`src/rtl/avg_pkg.sv`:
```
// Shared constants, FSM encoding and the reference rounding average for the
// averager stream driver.
package avg_pkg;

    localparam int DEPTH = 128;
    localparam int LAG   = 8;
    localparam int NOUT  = DEPTH - LAG;
    localparam int TMO   = 16;
    localparam int AW    = 7;

    typedef enum logic [2:0] {
        S_IDLE    = 3'd0,
        S_ARST    = 3'd1,
        S_FEED    = 3'd2,
        S_COLLECT = 3'd3,
        S_FIN     = 3'd4
    } state_e;

    // Round-half-up average; the 9-bit sum keeps the carry of a + b + 1.
    function automatic logic [7:0] avg_expect(input logic [7:0] a, input logic [7:0] b);
        logic [8:0] sum;
        sum = {1'b0, a} + {1'b0, b} + 9'd1;
        return sum[8:1];
    endfunction

endpackage

```
`src/rtl/avg_stream_driver_if.sv`:
```
// Link between the stream driver (master) and the downstream pairwise averager
// (slave).
interface avg_stream_driver_if;

    logic       avg_reset;
    logic [7:0] avg_data;
    logic       avg_valid;
    logic [7:0] avg_out;

    modport master (
        output avg_reset,
        output avg_data,
        input  avg_valid,
        input  avg_out
    );

    modport slave (
        input  avg_reset,
        input  avg_data,
        output avg_valid,
        output avg_out
    );

endinterface

```
`src/rtl/avg_sample_ram.sv`:
```
// 128x8 storage with one synchronous write port and two asynchronous read
// ports; contents are never cleared by reset.
module avg_sample_ram
    import avg_pkg::*;
(
    input  logic          clk,
    input  logic          we_i,
    input  logic [AW-1:0] wr_addr_i,
    input  logic [7:0]    wr_data_i,
    input  logic [AW-1:0] ra_addr_i,
    output logic [7:0]    ra_data_o,
    input  logic [AW-1:0] rb_addr_i,
    output logic [7:0]    rb_data_o
);

    logic [7:0] mem_q [DEPTH];

    // Write port.
    always_ff @(posedge clk) begin
        if (we_i) begin
            mem_q[wr_addr_i] <= wr_data_i;
        end
    end

    assign ra_data_o = mem_q[ra_addr_i];
    assign rb_data_o = mem_q[rb_addr_i];

endmodule

```
`src/rtl/avg_stream_driver.sv`:
```
// Feeds a 128-sample frame to the pairwise averager, captures its 120 results
// and counts results that differ from the expected rounded average.
module avg_stream_driver
    import avg_pkg::*;
(
    input  logic          clk,
    input  logic          reset,
    input  logic          wr_en_i,
    input  logic [AW-1:0] wr_addr_i,
    input  logic [7:0]    wr_data_i,
    input  logic          start_i,
    input  logic [AW-1:0] rd_addr_i,
    output logic [7:0]    rd_data_o,
    output logic          busy_o,
    output logic          done_o,
    output logic          timeout_o,
    output logic [6:0]    err_cnt_o,
    avg_stream_driver_if.master avg
);

    localparam logic [AW-1:0] LAST_FEED = AW'(DEPTH - 1);
    localparam logic [AW-1:0] LAST_CAP  = AW'(NOUT - 1);
    localparam logic [AW-1:0] LAG_W     = AW'(LAG);
    localparam logic [AW-1:0] NOUT_W    = AW'(NOUT);
    localparam logic [4:0]    LAST_IDLE = 5'(TMO - 1);

    state_e        state_q, state_d;
    logic [AW-1:0] feed_q, feed_d;
    logic [AW-1:0] cap_q, cap_d;
    logic [4:0]    idle_q, idle_d;
    logic [6:0]    err_q, err_d;
    logic          tmo_q, tmo_d;
    logic          busy_q, done_q, avg_reset_q;
    logic [7:0]    avg_data_q, avg_data_d;
    logic [7:0]    rd_data_q, rd_data_d;

    logic          smp_we_s;
    logic [AW-1:0] smp_ra_addr_s;
    logic [7:0]    smp_ra_s, smp_rb_s;
    logic [7:0]    exp_s;
    logic          res_we_s;
    logic [7:0]    res_rd_s, res_unused_s;

    assign smp_we_s = wr_en_i && (state_q == S_IDLE);

    // Port A looks one sample ahead while feeding so avg_data can be registered;
    // during collection it supplies the lagged partner sample.
    assign smp_ra_addr_s = (state_q == S_ARST) ? {AW{1'b0}} :
                           (state_q == S_FEED) ? feed_q + 7'd1 :
                                                 cap_q + LAG_W;

    avg_sample_ram u_sample_ram (
        .clk       (clk),
        .we_i      (smp_we_s),
        .wr_addr_i (wr_addr_i),
        .wr_data_i (wr_data_i),
        .ra_addr_i (smp_ra_addr_s),
        .ra_data_o (smp_ra_s),
        .rb_addr_i (cap_q),
        .rb_data_o (smp_rb_s)
    );

    avg_sample_ram u_result_ram (
        .clk       (clk),
        .we_i      (res_we_s),
        .wr_addr_i (cap_q),
        .wr_data_i (avg.avg_out),
        .ra_addr_i (rd_addr_i),
        .ra_data_o (res_rd_s),
        .rb_addr_i (rd_addr_i),
        .rb_data_o (res_unused_s)
    );

    assign exp_s = avg_expect(smp_rb_s, smp_ra_s);

    // Next-state, frame counters and next values of the registered outputs.
    always_comb begin
        state_d  = state_q;
        feed_d   = feed_q;
        cap_d    = cap_q;
        idle_d   = idle_q;
        err_d    = err_q;
        tmo_d    = tmo_q;
        res_we_s = 1'b0;
        case (state_q)
            S_IDLE: begin
                if (start_i) begin
                    state_d = S_ARST;
                    feed_d  = {AW{1'b0}};
                    cap_d   = {AW{1'b0}};
                    idle_d  = 5'd0;
                    err_d   = 7'd0;
                    tmo_d   = 1'b0;
                end else begin
                    state_d = S_IDLE;
                end
            end
            S_ARST: begin
                state_d = S_FEED;
            end
            S_FEED: begin
                if (feed_q == LAST_FEED) begin
                    state_d = S_COLLECT;
                end else begin
                    feed_d = feed_q + 7'd1;
                end
            end
            S_COLLECT: begin
                if (avg.avg_valid) begin
                    res_we_s = 1'b1;
                    idle_d   = 5'd0;
                    cap_d    = cap_q + 7'd1;
                    if ((avg.avg_out != exp_s) && (err_q != 7'd127)) begin
                        err_d = err_q + 7'd1;
                    end else begin
                        err_d = err_q;
                    end
                    if (cap_q == LAST_CAP) begin
                        state_d = S_FIN;
                    end else begin
                        state_d = S_COLLECT;
                    end
                end else begin
                    idle_d = idle_q + 5'd1;
                    if (idle_q == LAST_IDLE) begin
                        tmo_d   = 1'b1;
                        state_d = S_FIN;
                    end else begin
                        state_d = S_COLLECT;
                    end
                end
            end
            S_FIN: begin
                state_d = S_IDLE;
            end
            default: begin
                state_d = S_IDLE;
            end
        endcase

        avg_data_d = (state_d == S_FEED) ? smp_ra_s : 8'h00;
        rd_data_d  = (rd_addr_i < NOUT_W) ? res_rd_s : 8'h00;
    end

    // State, counters and registered outputs; reset leaves both buffers intact.
    always_ff @(posedge clk) begin
        if (reset) begin
            state_q     <= S_IDLE;
            feed_q      <= {AW{1'b0}};
            cap_q       <= {AW{1'b0}};
            idle_q      <= 5'd0;
            err_q       <= 7'd0;
            tmo_q       <= 1'b0;
            busy_q      <= 1'b0;
            done_q      <= 1'b0;
            avg_reset_q <= 1'b1;
            avg_data_q  <= 8'h00;
            rd_data_q   <= 8'h00;
        end else begin
            state_q     <= state_d;
            feed_q      <= feed_d;
            cap_q       <= cap_d;
            idle_q      <= idle_d;
            err_q       <= err_d;
            tmo_q       <= tmo_d;
            busy_q      <= (state_d != S_IDLE);
            done_q      <= (state_d == S_FIN);
            avg_reset_q <= (state_d == S_ARST);
            avg_data_q  <= avg_data_d;
            rd_data_q   <= rd_data_d;
        end
    end

    assign rd_data_o     = rd_data_q;
    assign busy_o        = busy_q;
    assign done_o        = done_q;
    assign timeout_o     = tmo_q;
    assign err_cnt_o     = err_q;
    assign avg.avg_reset = avg_reset_q;
    assign avg.avg_data  = avg_data_q;

endmodule

```
`src/flat_wrapper.sv`:
```
// flat-port wrapper written by rule: the top's interface ports become plain ports
module avg_stream_driver_flat import avg_pkg::*;
  (clk, reset, wr_en_i, wr_addr_i, wr_data_i, start_i, rd_addr_i, rd_data_o, busy_o, done_o, timeout_o, err_cnt_o, avg_avg_reset, avg_avg_data, avg_avg_valid, avg_avg_out);
  avg_stream_driver_if avg_i ();
  input  logic clk;
  input  logic reset;
  input  logic wr_en_i;
  input  logic [AW-1:0] wr_addr_i;
  input  logic [7:0] wr_data_i;
  input  logic start_i;
  input  logic [AW-1:0] rd_addr_i;
  output logic [7:0] rd_data_o;
  output logic busy_o;
  output logic done_o;
  output logic timeout_o;
  output logic [6:0] err_cnt_o;
  output wire logic [$bits(avg_i.avg_reset)-1:0] avg_avg_reset;
  output wire logic [$bits(avg_i.avg_data)-1:0] avg_avg_data;
  input wire logic [$bits(avg_i.avg_valid)-1:0] avg_avg_valid;
  input wire logic [$bits(avg_i.avg_out)-1:0] avg_avg_out;
  assign avg_avg_reset = avg_i.avg_reset;
  assign avg_avg_data = avg_i.avg_data;
  assign avg_i.avg_valid = avg_avg_valid;
  assign avg_i.avg_out = avg_avg_out;
  avg_stream_driver u_core (.clk(clk), .reset(reset), .wr_en_i(wr_en_i), .wr_addr_i(wr_addr_i), .wr_data_i(wr_data_i), .start_i(start_i), .rd_addr_i(rd_addr_i), .rd_data_o(rd_data_o), .busy_o(busy_o), .done_o(done_o), .timeout_o(timeout_o), .err_cnt_o(err_cnt_o), .avg(avg_i));
endmodule
```
`config.mk`:
```
export PLATFORM = sky130hd
export DESIGN_NAME = avg_stream_driver_flat
export DESIGN_NICKNAME = d
export VERILOG_FILES = /design/src/rtl/avg_pkg.sv /design/src/rtl/avg_stream_driver_if.sv /design/src/rtl/avg_sample_ram.sv /design/src/rtl/avg_stream_driver.sv /design/src/flat_wrapper.sv
export SDC_FILE = /design/constraint.sdc
export NUM_CORES = 2
export LEC_CHECK = 0
export ABC_AREA = 1
export ABC_CLOCK_PERIOD_IN_PS = 12400
export BUFFER_PORTS_ARGS = -buffer_cell sky130_fd_sc_hd__buf_2
export CAP_MARGIN = 25
export CELL_PAD_IN_SITES_DETAIL_PLACEMENT = 1
export CELL_PAD_IN_SITES_GLOBAL_PLACEMENT = 1
export CORE_ASPECT_RATIO = 2
export CORE_UTILIZATION = 56
export DETAILED_ROUTE_END_ITERATION = 8
export MAX_ROUTING_LAYER = met4
export PLACE_DENSITY_LB_ADDON = 0.1
export SYNTH_ARGS = -nofsm -noshare
export SYNTH_HDL_FRONTEND = slang
export SYNTH_SLANG_ARGS = --single-unit
```
`constraint.sdc`:
```
create_clock -name clk -period 12.4 [get_ports clk]
set_input_delay 2.48 -clock clk [delete_from_list [all_inputs] [get_ports clk]]
set_output_delay 2.48 -clock clk [all_outputs]
set_load 0.02 [all_outputs]
```
After elaboration in Yosys (flattened, before gate mapping)
Memories as Yosys holds them, arrays and structs flattened. A register that Yosys moved wholly into a read port is not among the register bits. Index checks and enable logic that the tools add are counted.

Input port bits: 35. Memory bits (writable): 2048. Output and inout port bits: 27. Register bits: 41. Logic and storage cells: 83. Memories: 2.

Magnitude comparators: 1. Multiplexer cells: 31. Eq/ne operators: 17. Add/sub/neg operators: 7. Bitwise logic cells: 2. Reduce and logical (&&, ||, !) cells: 13.

Memories: u_core.u_result_ram.mem_q (depth 128, bits a word 8, rd ports 1, clocked after memory_dff 1, wr ports 1, RTL line avg_sample_ram.sv:16) `logic [7:0] mem_q [DEPTH];`; u_core.u_sample_ram.mem_q (depth 128, bits a word 8, rd ports 2, clocked after memory_dff 1, wr ports 1, RTL line avg_sample_ram.sv:16).

Operators by type and width (number): 7-bit two-way mux (9); 7-bit case mux with 2 select lines (3); 7-bit by 1-bit adder with 7-bit output (second input constant) (3); 7-bit equality test (second input constant) (2); 3-bit two-way mux (4); 3-bit case mux with 4 select lines (1); 1-bit two-way mux (10); 5-bit two-way mux (2); 5-bit case mux with 2 select lines (1); 8-bit by 8-bit adder with 9-bit output (1); 9-bit by 1-bit adder with 9-bit output (second input constant) (1); 3-bit by 2-bit equality test with 1-bit output (second input constant) (3); 2-bit inequality test (second input constant) (4); 8-bit inequality test (1); 4-bit AND reduction (2); 7-bit by 4-bit adder with 7-bit output (second input constant) (1); 7-bit less-than comparator (second input constant) (1); 7-bit inequality test (second input constant) (1); 3-bit by 1-bit equality test with 1-bit output (second input constant) (2); 3-bit AND reduction (2); 5-bit by 1-bit adder with 5-bit output (second input constant) (1); 5-bit by 4-bit equality test with 1-bit output (second input constant) (1); 2-bit by 1-bit inequality test with 1-bit output (second input constant) (2); 2-bit nonzero test (2); other kinds (8) (11).

Longest topological paths before layout
An unclocked memory read counts as a cell.

Depth in word-level cells: 11. Depth in mapped cells: 39. Gate-level depth less buffers: 34.

Modules after synthesis
From an unflattened synthesis, not the netlist that was laid out.

Cells, all modules: 12227. Area, all modules: 108077.4 µm².

Modules (own cells, without submodules): avg_sample_ram (cells each 5916, times used 2, area an instance 52674.3 µm², seq. area each 30749.5 µm²); avg_stream_driver (cells each 395, times used 1, area an instance 2728.9 µm², seq. area each 980.9 µm²).

Worst setup path before layout
Ideal clock, no wire load.

Path type: reg-to-reg. Start point: register u_core.state_q[1]. End point: register u_core.err_q[5] (netlist: u_core.err_cnt_o[5]). Data arrival time: 4584 ps. Cell stages (with the launch flop): 35. Buffers on the path: 5. Slack: 7701 ps. Required time: 12285 ps. Setup time: 115 ps. Clock period less this slack: 4699 ps. Path through: dfxtp_1 > nor2_1 > nand2_1 > nand3_2 > nand2_2 > inv_2 > buf_4 > buf_4 > buf_2 > clkbuf_1 > nor2_1 > o221ai_1 > o211ai_1 > nand3_1 > nand3_1 > nand2_1 > nand2_1 > o21ai_1 > inv_1 > fa_1 > o21ai_0 > a21oi_1 > or2_2 > nand2_1 > xor2_1 > o221ai_1 > nor3_1 > nand3_1 > nor2_1 > nand2_1 > nand2_1 > nand2_1 > buf_6 > a21oi_1 > nor2_1.

Longest elaborated chain between the ends: 10. Elaborated cells between the ends (all ways): 17. Those cells by class: 2 x add/sub; 7 x eq/ne; 3 x mux; 4 x reduce/logical; 1 x memory.

Ends and longest elaborated chain: from (decl) (RTL line avg_stream_driver.sv:27) `state_e state_q, state_d;`; from (signal assigned) (RTL line avg_stream_driver.sv:160) `state_q <= state_d;`; 3-bit by 2-bit equality test with 1-bit output (RTL line avg_stream_driver.sv:49) `(state_q == S_FEED) ? feed_q + 7'd1 :`; 7-bit two-way mux (RTL line avg_stream_driver.sv:49); 7-bit two-way mux * (RTL line avg_stream_driver.sv:48) `assign smp_ra_addr_s = (state_q == S_ARST) ? {AW{1'b0}} :`; memory 128 x 8 bit *; net u_core.smp_ra_s[1] (RTL line avg_stream_driver.sv:39) `logic [7:0] smp_ra_s, smp_rb_s;`; 8-bit by 8-bit adder with 9-bit output * (RTL line avg_pkg.sv:22) `sum = {1'b0, a} + {1'b0, b} + 9'd1;`; 9-bit by 1-bit adder with 9-bit output * (RTL line avg_pkg.sv:22); 8-bit inequality test * (RTL line avg_stream_driver.sv:113) `if ((avg.avg_out != exp_s) && (err_q != 7'd127)) begin`; 1-bit logical AND * (RTL line avg_stream_driver.sv:113); 2-bit by 1-bit inequality test with 1-bit output (no line) *; 4-bit AND reduction (no line) *; to (signal assigned) (RTL line avg_stream_driver.sv:164) `err_q <= err_d;`; to (decl) (RTL line avg_stream_driver.sv:31) `logic [6:0] err_q, err_d;`.

Mark *: on every way through the listed nets, which the timed path passes. The rest lies on a longest branch. A chain may end at the register's enable or synchronous reset.

Worst setup path in the final report
Start point: register u_core.state_q[1]. End point: register u_core.err_q[2] (netlist: u_core.err_cnt_o[2]).

The elaborated chain is that of the path after synthesis.

==> flow_metrics.tcl <==
set metrics [dict create \
    die_y_um 578 \
    fin_setup_tns_ns 0 \
    core_area_mm2 0.165 \
    synth_edf_count 2048 \
    initialDrtViolationCount 8407 \
    yosysSeqAreaShare_pct 67.4 \
    post_cts_resized 0 \
    critPathLaunch "u_core.state_q[1]" \
    n_fill_cell 16600 \
    drive_above_1_share_pct 7.27 \
    synth_warnings 0 \
    path_class "register to register" \
    finalCriticalPeriod_ns 8.28 \
    required_ns 13.18 \
    syn_nets 8232 \
    synth_top_area_share_pct 66.2 \
    syn-cell-area_mm2 0.0929 \
    nets 7979 \
    slew_headroom_pct 17.5 \
    ioPinCount 62 \
    syn_avg_cell_area_um2 11.4 \
    peakVddDrop_mv 0.138 \
    postCtsHoldBufs 0 \
    min-delay-start "u_core.idle_q[3]" \
    detailedPlacementHpwl_um 210000 \
    p_leak_nw 32.0 \
    syn_to_final_growth_pct 8.71 \
    grt-busiest-layer "met2" \
    rows 211 \
    fin_ws_ns 4.12 \
    vias 73000 \
    grt_usage_pct 42.2 \
    use_met1_pct 43.1 \
    worst_clock_skew_ns 0.0458 \
    clkSinkCount 2104 \
    yosys.area.top_type "edfxtp_1" \
    grt_pass1_wl_um 500000 \
    finalSetupViolations 0 \
    slowest_delay_ns 0.87 \
    syn_inst 8180 \
    cts_setup_buffers 0 \
    synth_async_sr_flop_share_pct 0 \
    place_congestion 0.925 \
    clock.fmax_mhz 121 \
    initial_core_util_pct 56.3 \
    firstDrtPassIters 8 \
    use_met3_pct 7.25 \
    pre_cts_slack_ns 4.46 \
    hold_viol 0 \
    htree_levels 4 \
    grt_overflow 0 \
    netlist_top_cells_area "edfxtp_1 66%, o21ai_0 6.3%, nor2_1 5.9%, o221ai_1 3.8%, nand2_1 2.9%" \
    fin_crit_sh_pct 66.8 \
    power_density_mw_per_mm2 149 \
    numCtsBuffers 188 \
    ant_nets 0 \
    drc 0 \
    cts_tree "yes" \
    grt_pass1_vias 75000 \
    grtUsageMet2_pct 69.9 \
    synthTopCellsByCount "2,048 x edfxtp_1, 1,469 x nor2_1, 1,165 x o21ai_0" \
    critical_path.endpoint_type "register" \
    dieArea_mm2 0.168 \
    antenna_found_initial 17 \
    worstPathMaxFanout 127 \
    slew_violations 0 \
    drt-total-wl_um 348000 \
    die_width_um 290 \
    yosysUniqueCellTypes 47 \
    io_buffer_count 61 \
    cp-start-kind "register" \
    cp_slowest_cell "buf_4" \
    min_path_type "register to register" \
    viasPerCell 7.15 \
    cpMostUsedCell "nand2_1" \
    post_drt_wl_per_cell_um 34.1 \
    grt_max_degree 169 \
    yosysMostFrequentCell "edfxtp_1" \
    maxCapViolCount 0 \
    rsz0062_at_grt "no" \
    cts.path.max_buffers 4 \
    status "finished clean" \
    synth-main-ff-cell "edfxtp_1" \
    clk_pin_slew_ns 0.06 \
    insertion_delay_ns 0.89 \
    cts_root_buf "clkbuf_16" \
    cp.arrival_ns 9.06 \
    worst_pin_slew_ns 1.22 \
    ys_ff_latch 2104 \
    reg2reg_from "u_core.state_q[1]" \
]
worst paths after layout:
check | endpoint | cells past startpoint | slack (ns)
hold / removal | u_core.idle_q[3] | 2 | 0.48
setup reg to reg | u_core.err_cnt_o[2] | 31 | 4.12
setup / recovery | u_core.err_cnt_o[2] | 31 | 4.12
hold reg to reg | u_core.idle_q[3] | 2 | 0.48
metal layers:
metal  up-vias  share of wire (%)
li1      30200                  -
met1     36800                 32
met2      4415                 50
met3      1622                8.1
met4         0                 10
met5         -                  0
worst max-delay path, delay by kind of cell, from the launching register on:
family,cells,cell delay (ns)
DFF,1,0.39
buffers and inverters,5,2.42
and+or+nand+nor,16,3.09
adders and majority gates,1,0.47
AOI/OAI and AO/OA,8,1.35
xor gates and xnor gates,1,0.20
through the flow:
step | power, mW | util [%] | cell area, um2 | cells | hold WS, ns
after floorplan | 8.61 | - | 92900 | 8180 | 0.441
after global placement | 9.08 | 57.3 | 94500 | 9832 | 0.450
after detailed placement | 9.13 | 57.4 | 94600 | 9849 | 0.469
after CTS | 15.0 | 61.1 | 101000 | 10200 | 0.479
after global routing | 15.3 | 61.2 | 101000 | 10200 | 0.497
final | 15.0 | 61.2 | 101000 | 10200 | 0.482
cell type report:
cell class | instances | area [um2] | share of cell area, %
inverters | 125 | 517 | 0.512
clock buffers | 232 | 5010 | 4.97
repair buffers | 240 | 1950 | 1.93
diodes | 15 | 37.5 | 0.0372
multi-input cells | 5268 | 27100 | 26.8
flip-flops and latches | 2104 | 62600 | 62.0
well taps | 2130 | 2670 | 2.64
clock inverters | 103 | 1080 | 1.07
logic make-up (layout without fill, tap and decap cells):
kind of cell / count (synthesis) / in the layout / share of synthesized area, %
buffers and inverters: 808 / 700 / 3.48
other: 0 / 15 / 0
AO/OA/AOI/OAI: 2502 / 2502 / 16.8
AND/OR/NAND/NOR: 2739 / 2739 / 11.9
flip-flops: 2104 / 2104 / 67.4
XOR/XNOR: 10 / 10 / 0.0943
adder cells (fa/ha/maj): 17 / 17 / 0.237
sequential cells by signal (all words and copies together) (netlist names), named ones only:
register / flops
u_core.feed_q: 7
u_core.u_sample_ram.mem_q: 1024
u_core.timeout_o: 1
u_core.state_q: 3
u_core.err_cnt_o: 7
u_core.avg.avg_reset: 1
u_core.rd_data_o: 8
u_core.avg.avg_data: 8
u_core.done_o: 1
u_core.cap_q: 7
u_core.idle_q: 5
u_core.u_result_ram.mem_q: 1024
u_core.busy_o: 1
layout by cell type (no fill, tap or decap), types with 47 or more instances in the layout:
master / count
dfxtp_1: 51
edfxtp_1: 2048
clkbuf_16: 192
inv_1: 100
o211ai_1: 208
o311ai_0: 58
buf_2: 47
o21ai_0: 1165
buf_4: 165
nand3_1: 472
o221ai_1: 402
o22ai_1: 143
nand2_1: 707
nor2_1: 1466
a221oi_1: 106
a21oi_1: 327
report_power, final:
group          internal (mW)  switching, mW  total, mW
Combinational          0.274          0.944       1.22
Clock                   3.33           2.67       6.00
Sequential              7.81         0.0117       7.82
Total                   11.4           3.62       15.0
Power figures use the tool's default switching activity.
